### config.mk
export PLATFORM = sky130hd
export DESIGN_NAME = pc_control_flat
export DESIGN_NICKNAME = d
export VERILOG_FILES = /design/src/rtl/pc_control_if.sv /design/src/rtl/pc_control.sv /design/src/flat_wrapper.sv
export SDC_FILE = /design/constraint.sdc
export NUM_CORES = 1
export LEC_CHECK = 0
export CORE_MARGIN = 5
export CORE_UTILIZATION = 30
export DETAILED_ROUTE_END_ITERATION = 7
export GPL_ROUTABILITY_DRIVEN = 0
export GPL_TIMING_DRIVEN = 0
export HOLD_SLACK_MARGIN = 0.06
export PLACE_DENSITY = 0.66
export RECOVER_POWER = 25
export SYNTH_ARGS = -nofsm -noshare
export SYNTH_HDL_FRONTEND = slang
export SYNTH_SLANG_ARGS = --single-unit
### constraint.sdc
create_clock -name clk -period 3.5 [get_ports clk]
set_input_delay 0.525 -clock clk [delete_from_list [all_inputs] [get_ports clk]]
set_output_delay 0.525 -clock clk [all_outputs]
set_load 0.03 [all_outputs]
### src/rtl/pc_control_if.sv
// Fetch-side bus between the PC sequencer and its surroundings (decode, regfile, decision unit).
interface pc_control_if #(
    parameter int unsigned CNT_W = 16
);
    logic [15:0]      instr;
    logic [15:0]      rs_data;
    logic             stall_en;
    logic             take_branch;
    logic             freeze;
    logic [15:0]      pc;
    logic [15:0]      pc_plus2;
    logic             has_stalled;
    logic             halted;
    logic [CNT_W-1:0] taken_cnt;

    modport master (
        output instr, rs_data, stall_en, take_branch, freeze,
        input  pc, pc_plus2, has_stalled, halted, taken_cnt
    );

    modport slave (
        input  instr, rs_data, stall_en, take_branch, freeze,
        output pc, pc_plus2, has_stalled, halted, taken_cnt
    );
endinterface

### src/rtl/pc_control.sv
// Program counter and branch-stall sequencer: 1 instr/cycle, every B/BR spends one resolve cycle.
module pc_control #(
    parameter logic [15:0] RESET_PC = 16'h0000,
    parameter int unsigned CNT_W    = 16
) (
    input logic        clk,
    input logic        rst,
    pc_control_if.slave bus
);
    localparam int unsigned PC_W = 16;
    localparam logic [3:0] OP_B   = 4'hC;
    localparam logic [3:0] OP_BR  = 4'hD;
    localparam logic [3:0] OP_HLT = 4'hF;

    typedef enum logic [1:0] {RUN, BR_WAIT, HALT} state_t;

    state_t           state, state_n;
    logic [PC_W-1:0]  pc_q, pc_n;
    logic [CNT_W-1:0] cnt_q, cnt_n;
    logic             has_stalled_q, halted_q;

    logic [3:0]       opcode;
    logic [PC_W-1:0]  pc_inc;
    logic [PC_W-1:0]  b_off;
    logic [CNT_W-1:0] cnt_inc;
    logic             unused_instr_bits;

    assign opcode            = bus.instr[15:12];
    assign pc_inc            = pc_q + PC_W'(2);
    assign b_off             = {{6{bus.instr[8]}}, bus.instr[8:0], 1'b0};
    assign cnt_inc           = (cnt_q == {CNT_W{1'b1}}) ? cnt_q : cnt_q + CNT_W'(1);
    assign unused_instr_bits = ^{bus.instr[11:9], bus.rs_data[0]};

    // State, PC and counter registers; status flags track the upcoming state.
    always_ff @(posedge clk or posedge rst) begin
        if (rst) begin
            state         <= RUN;
            pc_q          <= RESET_PC;
            cnt_q         <= '0;
            has_stalled_q <= 1'b0;
            halted_q      <= 1'b0;
        end else begin
            state         <= state_n;
            pc_q          <= pc_n;
            cnt_q         <= cnt_n;
            has_stalled_q <= (state_n == BR_WAIT);
            halted_q      <= (state_n == HALT);
        end
    end

    // Next-state / next-PC selection; freeze leaves all defaults (hold) in place.
    always_comb begin
        state_n = state;
        pc_n    = pc_q;
        cnt_n   = cnt_q;
        if (!bus.freeze) begin
            unique case (state)
                RUN: begin
                    if (opcode == OP_HLT) begin
                        state_n = HALT;
                    end else if (bus.stall_en) begin
                        state_n = BR_WAIT;
                    end else begin
                        pc_n = pc_inc;
                    end
                end
                BR_WAIT: begin
                    state_n = RUN;
                    if (bus.take_branch && opcode == OP_B) begin
                        pc_n  = pc_inc + b_off;
                        cnt_n = cnt_inc;
                    end else if (bus.take_branch && opcode == OP_BR) begin
                        pc_n  = {bus.rs_data[15:1], 1'b0};
                        cnt_n = cnt_inc;
                    end else begin
                        pc_n = pc_inc;
                    end
                end
                HALT: ;
                default: state_n = RUN;
            endcase
        end
    end

    assign bus.pc          = pc_q;
    assign bus.pc_plus2    = pc_inc;
    assign bus.has_stalled = has_stalled_q;
    assign bus.halted      = halted_q;
    assign bus.taken_cnt   = cnt_q;

    // The decision unit never resolves outside the stall cycle nor re-stalls inside it.
    assert property (@(posedge clk) disable iff (rst)
        (state == RUN && !bus.freeze) |-> !bus.take_branch);
    assert property (@(posedge clk) disable iff (rst)
        (state == BR_WAIT && !bus.freeze) |-> !bus.stall_en);
endmodule

### src/flat_wrapper.sv
// flat-port wrapper written by rule: the top's interface ports become plain ports
module pc_control_flat 
#(
    parameter logic [15:0] RESET_PC = 16'h0000,
    parameter int unsigned CNT_W    = 16
)
  (clk, rst, bus_instr, bus_rs_data, bus_stall_en, bus_take_branch, bus_freeze, bus_pc, bus_pc_plus2, bus_has_stalled, bus_halted, bus_taken_cnt);
  pc_control_if #(.CNT_W(CNT_W)) bus_i ();
  input logic clk;
  input logic rst;
  input wire logic [$bits(bus_i.instr)-1:0] bus_instr;
  input wire logic [$bits(bus_i.rs_data)-1:0] bus_rs_data;
  input wire logic [$bits(bus_i.stall_en)-1:0] bus_stall_en;
  input wire logic [$bits(bus_i.take_branch)-1:0] bus_take_branch;
  input wire logic [$bits(bus_i.freeze)-1:0] bus_freeze;
  output wire logic [$bits(bus_i.pc)-1:0] bus_pc;
  output wire logic [$bits(bus_i.pc_plus2)-1:0] bus_pc_plus2;
  output wire logic [$bits(bus_i.has_stalled)-1:0] bus_has_stalled;
  output wire logic [$bits(bus_i.halted)-1:0] bus_halted;
  output wire logic [$bits(bus_i.taken_cnt)-1:0] bus_taken_cnt;
  assign bus_i.instr = bus_instr;
  assign bus_i.rs_data = bus_rs_data;
  assign bus_i.stall_en = bus_stall_en;
  assign bus_i.take_branch = bus_take_branch;
  assign bus_i.freeze = bus_freeze;
  assign bus_pc = bus_i.pc;
  assign bus_pc_plus2 = bus_i.pc_plus2;
  assign bus_has_stalled = bus_i.has_stalled;
  assign bus_halted = bus_i.halted;
  assign bus_taken_cnt = bus_i.taken_cnt;
  pc_control #(.RESET_PC(RESET_PC), .CNT_W(CNT_W)) u_core (.clk(clk), .rst(rst), .bus(bus_i));
endmodule
# == Word-level counts from Yosys, hierarchy flattened ==
# Cells that the tools add are included.
# totals
n_memories,0
latchBits,0
regBits,36
in_bits,37
wordCells,38
mem_bits_rw,0
mem_bits_ro,0
# op_classes
mux,12
n_mul,0
n_eq_ne,10
n_reduce_logical,7
n_bitwise,1
n_lt_le_gt_ge,0
shift,0
n_div,0
addsub,3
# ops
operator,count
2-to-1 mux 16 bit,7
one-hot mux 16 bit (2 select lines),1
adder 16 x 1 -> 16 bit (second input constant),1
adder 16 bit,1
adder 16 x 2 -> 16 bit (second input constant),1
equality test 16 bit (second input constant),1
equality test 4 bit (second input constant),3
2-to-1 mux 2 bit,3
equality test 2 x 1 -> 1 bit (second input constant),2
equality test 2 bit (second input constant),2
inequality test 2 bit (second input constant),2
one-hot mux 2 bit (2 select lines),1
AND reduction 4 bit,1
nonzero test 2 bit,2
AND reduction 3 bit,1
logical AND 1 bit,2
zero test 2 bit,1
NOT 1 bit,1

# == Logic depth before layout (Yosys ltp) ==
# Gate-level depths: netlist (run 1).
# depth
depth_word,5
depth_mapped,13

# == Worst setup path before layout (run 1) ==
# No wires, ideal clock.
# synth_path
path_kind,flip-flop to flip-flop
startpoint,register u_core.pc_q[1] (netlist: u_core.bus.pc[1])
endpoint,register u_core.pc_q[14] (netlist: u_core.bus.pc[14])
setup_ps,104
path_slack_ps,-16
required_time_ps,3396
t_arrival_ps,3412
stages_incl_launch_ff,14
period_less_slack_ps,3516
path_cell_list,dfrtp_1 ha_1 nand3_2 nor3_4 and3_2 xor2_1 ha_1 a21oi_1 o21ai_0 a41oi_1 a21oi_1 xor2_1 nand2_1 a221oi_1
# synth_via
elab_chain_cells,4
# synth_lines
element,line,text
"start, declared",pc_control.sv:18,"logic [PC_W-1:0] pc_q, pc_n;"
"start signal, assigned",pc_control.sv:44,pc_q <= pc_n;
adder 16 x 2 -> 16 bit,pc_control.sv:29,assign pc_inc = pc_q + PC_W'(2);
via bus_pc_plus2[13],flat_wrapper.sv:17,output wire logic [$bits(bus_i.pc_plus2)-1:0] bus_pc_plus2;
adder 16 bit,pc_control.sv:70,pc_n = pc_inc + b_off;
2-to-1 mux 16 bit,pc_control.sv:69,if (bus.take_branch && opcode == OP_B) begin
one-hot mux 16 bit (2 select lines),pc_control.sv:57,unique case (state)
# The timed path passes the listed nets, and every way through them passes these cells. The select of a mux whose other input is x is not followed.
# A chain may end at the register's enable or synchronous reset.

# == Worst setup path in the final report (run 1) ==
# layout_path
startpoint,register u_core.pc_q[2] (netlist: u_core.bus.pc[2])
endpoint,output port bus_pc_plus2[13]
# layout_via
elab_chain_cells,1
# layout_lines
element,line
adder 16 x 2 -> 16 bit,pc_control.sv:29
"end, declared",flat_wrapper.sv:17
# Every way passes these cells.

==> qor.csv, run 1 <==
metric,value,unit
cts_max_level,2,
numCtsBuffers,5,
grt_use_total,14.9,%
root_buffer,clkbuf_8,
rsz0062_at_grt,false,
hold_violations,0,
routed-wl-met2,4.22,mm
wl_per_cell,15.5,um
cts_sinks,35,
placedCellCount,554,
core-area,9640,um2
placementRows,36,
skew,0.00782,ns
final_common_cell,clkdlybuf4s50_1,
critPathLaunchType,flop,
die-area,11800,um2
fin_tns_setup,0,ns
postSynthAreaPerCell,8.59,um2
synth-seq-cells,35,
drv_cap,0,
power.total,2.71,mW
mostFrequentLayoutCells,"78 x clkdlybuf4s50_1, 34 x dfrtp_1, 31 x nand2_1, 31 x a21oi_1, 27 x nor2_1",
worst_pin_slew,1.39,ns
floorplan.initialDensity,30.4,%
slew_headroom,7.13,%
ys_warn_count,0,
seq_area_frac_synth,29.9,%
syn_inst,341,
via_count,2867,
timing.final.ws_setup,0.309,ns
arrival,2.67,ns
grt_pass1_vias,2907,
drive_gt1_share,10.2,%
clock.fmax,313,MHz
viasPerCell,5.09,
post-place-ws,0.233,ns
met1_length,3.89,mm
antenna_found_initial,0,
top_layer,met4,
first_iter_violations,165,
fillers,994,
syn_area,2930,um2
min_period,3.19,ns
clock_path_buffers,2,
synth-edff-count,0,
diodes,0,
die_h,109,um
period_share,91.2,%
setup_violations,0,
ioPinCount,87,
finalNetCount,486,
clk_pin_slew,0.07,ns
synth_cell_type_count,65,
clk_latency,0.29,ns
io_buffers,79,
p_leak,1.67,nW
status,"finished, final reports clean",
grt_max_degree,36,
crit_path_end_kind,output pin,
instances_no_fill,563,
cellPowerDensity,675,nW/um2
cp_max_fo,5,
ant_nets,0,
async_flop_share,100,%
met3_length,477,um
dp_hpwl,6.93,mm
grt_pass1_wl,14.2,mm
final_max_slew_viol_count,0,
hold_class,flop to flop,
wl,8.73,mm
cts_tree,yes,
synth_ff_type,dfrtp_1,
grt-ovfl-total,0,
required,2.97,ns
first_pass_iters,4,
vdd.ir_drop.worst,0.000324,V
crit_type,flop to output pin,
drc_errors,0,
die_x,109,um
syn2layout_area_growth,37.0,%
==> sequential cells by signal, indices dropped and copies added, names as in the netlist <==
name / flops
u_core.bus.halted: 1
u_core.bus.taken_cnt: 16
u_core.state: 2
u_core.bus.has_stalled: 1
u_core.bus.pc: 15
==> timing repair <==
item / 4_1_cts / 5_1_grt
gates resized for setup: 0 / 4
hold buffers: 0 / 0
buffers inserted: 0 / 1
setup endpoints to repair: 0 / 3
==> cell families (layout without fill, tap and decap cells) <==
logic type / after synthesis / in the layout / share of synthesized area (%)
fa+ha+maj: 20 / 20 / 8.80
other cells: 1 / 2 / 0.128
flops: 35 / 35 / 29.9
buf+inv: 31 / 119 / 4.49
simple gates: 120 / 120 / 23.1
mux: 4 / 4 / 1.58
compound gates: 93 / 93 / 20.0
xor+xnor: 37 / 37 / 12.0
==> critical path: stages, from the launching register on <==
cell and delay [ns]:
dfrtp_1 0.44, ha_2 0.27, nand3_2 0.20, nor3_4 0.24, and3_2 0.30, xor2_4 0.22, clkdlybuf4s50_1 0.71
==> routing by layer <==
layer	vias up	track usage, %
met2	87	25.7
met3	12	2.49
met1	1363	19.2
li1	1405	-
met5	-	0
met4	0	4.33
==> report_power, final <==
part	leakage, nW	internal, mW	switching (mW)
sequential	0.460	0.489	0.150
clock	0.0477	0.136	0.155
combinational	1.17	0.744	1.03
==> final timing paths <==
| path | start | to | slack [ns] | cells past startpoint |
|---|---|---|---|---|
| worst max-delay path | u_core.bus.pc[2] | bus_pc_plus2[13] | 0.31 | 6 |
| worst min-delay path | u_core.bus.taken_cnt[13] | u_core.bus.taken_cnt[13] | 0.52 | 1 |
| worst max register to register | u_core.bus.pc[2] | u_core.bus.pc[14] | 0.39 | 13 |
| worst min register to register | u_core.bus.taken_cnt[13] | u_core.bus.taken_cnt[13] | 0.52 | 1 |
| max in group asynchronous | rst | u_core.bus.pc[1] | 1.51 | 2 |
| min in group asynchronous | rst | u_core.bus.taken_cnt[11] | 1.08 | 2 |
==> synthesized netlist by cell type (3+ instances only) <==
master	number	area (um2)
nand2_1	31	116
a31oi_1	8	50.1
nor3_2	3	30.0
xor2_1	13	114
a21o_1	3	22.5
o22ai_1	4	25.0
o211ai_1	5	37.5
xnor2_1	22	193
nand2b_1	4	25.0
nand3_1	15	75.1
nand4_1	10	62.6
a21oi_1	31	155
and3_1	5	31.3
o21ai_0	19	95.1
dfrtp_1	35	876
nor3_1	3	15.0
inv_1	17	63.8
nor2_1	27	101
ha_1	19	238
clkbuf_1	5	18.8
buf_2	6	30.0
==> area by class of cell <==
cell class                 instances  area (um2)  area share, %
clock buffer                       5        68.8           1.72
inverter                          17        63.8           1.59
buffer                            14        67.6           1.68
sequential                        35         877           21.9
clock inverter                     3        15.0          0.374
multi-input combinational        276        1950           48.7
tap                              133         166           4.15
timing repair buffer              80         798           19.9
==> through the flow <==
| stage | area, um2 | hold slack, ns | util [%] |
|---|---|---|---|
| detailed placement | 3900 | 0.511 | 40.4 |
| floorplan | 2940 | 0.571 | - |
| global route | 4010 | 0.542 | 41.6 |
| global placement | 3900 | 0.477 | 40.4 |
| CTS | 3980 | 0.521 | 41.3 |
| finish | 4010 | 0.518 | 41.6 |
Note: power is estimated with default switching activity, not from simulation.
==> run 2, diff against run 1 <==
--- a/config.mk
+++ b/config.mk
@@ -13,6 +13,7 @@
 export HOLD_SLACK_MARGIN = 0.06
 export PLACE_DENSITY = 0.66
 export RECOVER_POWER = 25
+export SLEW_MARGIN = 25
 export SYNTH_ARGS = -nofsm -noshare
 export SYNTH_HDL_FRONTEND = slang
 export SYNTH_SLANG_ARGS = --single-unit
==> run 2 against run 1 <==
Against the previous run: register-to-register slack lost 0.07 ns; die area is the same; hold slack lost 0.018 ns; combinational power is essentially flat; routed wire length shrank 1.1%; core utilization grew 0.12 points; sequential power shrank 1%; setup slack lost 0.091 ns.
==> qor.csv, run 2 (synthesis results as in run 1) <==
metric,value,unit
viasPerCell,4.99,
crit_type,flop to output pin,
place_area,3920,um2
hold_class,flop to flop,
clock.fmax,305,MHz
syn2layout_area_growth,37.4,%
power.share.clock,13.8,%
dp_hpwl,6.95,mm
wl_per_cell,15.3,um
floorplan.initialDensity,30.4,%
antenna_found_initial,0,
clock_path_buffers,2,
hold_violations,0,
min_period,3.28,ns
slew_headroom,17.6,%
placedCellCount,555,
drive_gt1_share,9.77,%
vdd.ir_drop.worst,0.000334,V
fin_area,4020,um2
io_buffers,79,
startpoint,u_core.bus.pc[2],
grt_use_total,14.7,%
seq_power_share,22.7,%
critPathLaunchType,flop,
first_pass_iters,4,
first_iter_violations,142,
numCtsBuffers,5,
grt-ovfl-total,0,
wl,8.64,mm
root_buffer,clkbuf_8,
core-area,9640,um2
post-place-ws,0.228,ns
share_comb_of_total_power,63.5,%
cts_max_level,2,
final_max_slew_viol_count,0,
largest_reg_flops,16,
final_common_cell,clkdlybuf4s50_1,
drv_cap,0,
clk_latency,0.29,ns
clk_pin_slew,0.08,ns
cellPowerDensity,693,nW/um2
cp_max_fo,5,
via_count,2811,
diodes,0,
cts_sinks,35,
die-area,11800,um2
setup_violations,0,
die_x,109,um
grt_pass1_vias,2752,
arrival,2.76,ns
p_int,1.46,mW
placementRows,36,
fillers,1002,
timing.final.ws_setup,0.219,ns
crit_path_end_kind,output pin,
status,"finished, final reports clean",
cts_tree,yes,
postLayoutCoreUtil,41.7,%
rsz0062_at_grt,false,
fin_tns_setup,0,ns
period_share,93.8,%
ioPinCount,87,
holdCritStartpoint,u_core.bus.taken_cnt[13],
grt_max_degree,23,
worst_pin_slew,1.24,ns
required,2.97,ns
total_switching_power,1.33,mW
ant_nets,0,
p_leak,1.67,nW
mostFrequentLayoutCells,"78 x clkdlybuf4s50_1, 34 x dfrtp_1, 31 x nand2_1, 31 x a21oi_1, 27 x nor2_1",
instances_no_fill,563,
finalNetCount,486,
swShare,47.6,%
skew,0.00625,ns
die_h,109,um
ctsHoldBuffers,0,
grt_pass1_wl,13.8,mm
drc_errors,0,
timing.rr.start,u_core.bus.pc[2],
-- run 2: changes by cell type in the layout (fill, tap and decap cells not counted) --
cell	delta
buf_4	-1
bufinv_16	+1
clkbuf_1	+1
clkbuf_8	+1
clkinv_2	-2
xnor2_1	+1
xnor2_2	-1
xor2_2	+1
xor2_4	-1
-- run 2: cell type report --
type | count | area (um2) | share of cell area [%]
buffer | 14 | 67.6 | 1.68
tap | 133 | 166 | 4.14
clock buffer | 6 | 82.6 | 2.05
inverter | 17 | 63.8 | 1.59
timing repair buffer | 80 | 795 | 19.8
multi-input combinational | 276 | 1930 | 48.1
sequential | 35 | 877 | 21.8
clock inverter | 2 | 35.0 | 0.871
-- run 2: repair_timing --
action                                  CTS  global route
endpoints found under the hold margin     0             0
buffers inserted                          0             0
endpoints found under the setup margin    0             3
gates resized for setup                   0             2
-- run 2: power groups by stage --
stage,clock network (mW),registers [mW],logic (mW)
final,0.385,0.631,1.77
after global routing,0.415,0.651,1.92
after CTS,0.396,0.629,1.78
after detailed placement,0,0.636,1.77
after global placement,0,0.634,1.74
after floorplan,0,0.770,1.02
-- run 2: path summary, 6_finish.rpt --
path / end / slack [ns] / cells past startpoint
hold / removal: u_core.bus.taken_cnt[13] / 0.50 / 1
setup / recovery: bus_pc_plus2[13] / 0.22 / 6
max in group asynchronous: u_core.bus.taken_cnt[1] / 1.23 / 3
min in group asynchronous: u_core.bus.pc[3] / 0.73 / 2
hold reg to reg: u_core.bus.taken_cnt[13] / 0.50 / 1
setup reg to reg: u_core.bus.pc[14] / 0.32 / 13
-- run 2: critical path, stage by stage (launching register included) --
cell	delay (ns)
dfrtp_1	0.43
ha_2	0.26
nand3_2	0.19
nor3_4	0.28
and3_2	0.29
xor2_2	0.28
clkdlybuf4s50_1	0.73
-- run 2: routing by layer --
layer	vias to the layer above	part of all wire, %	wire length, um	GRT usage [%]
met1	1328	46	3930	19.8
met2	80	48	4140	24.4
met5	-	0	0	0
met4	0	0.85	73	2.98
li1	1396	-	-	-
met3	7	5.7	490	2.90
-- run 2: per-stage QoR --
stage	hold WS [ns]	total power, mW
after floorplan	0.571	1.79
after global placement	0.477	2.37
after detailed placement	0.507	2.41
after CTS	0.518	2.81
after global routing	0.549	2.98
final	0.500	2.79
==> run 3, diff against run 2 <==
--- a/config.mk
+++ b/config.mk
@@ -13,7 +13,7 @@
 export HOLD_SLACK_MARGIN = 0.06
 export PLACE_DENSITY = 0.66
 export RECOVER_POWER = 25
-export SLEW_MARGIN = 25
+export SLEW_MARGIN = 40
 export SYNTH_ARGS = -nofsm -noshare
 export SYNTH_HDL_FRONTEND = slang
 export SYNTH_SLANG_ARGS = --single-unit
==> results of run 3 <==
The final DEF is identical to that of run 2; final timing and power are the same.
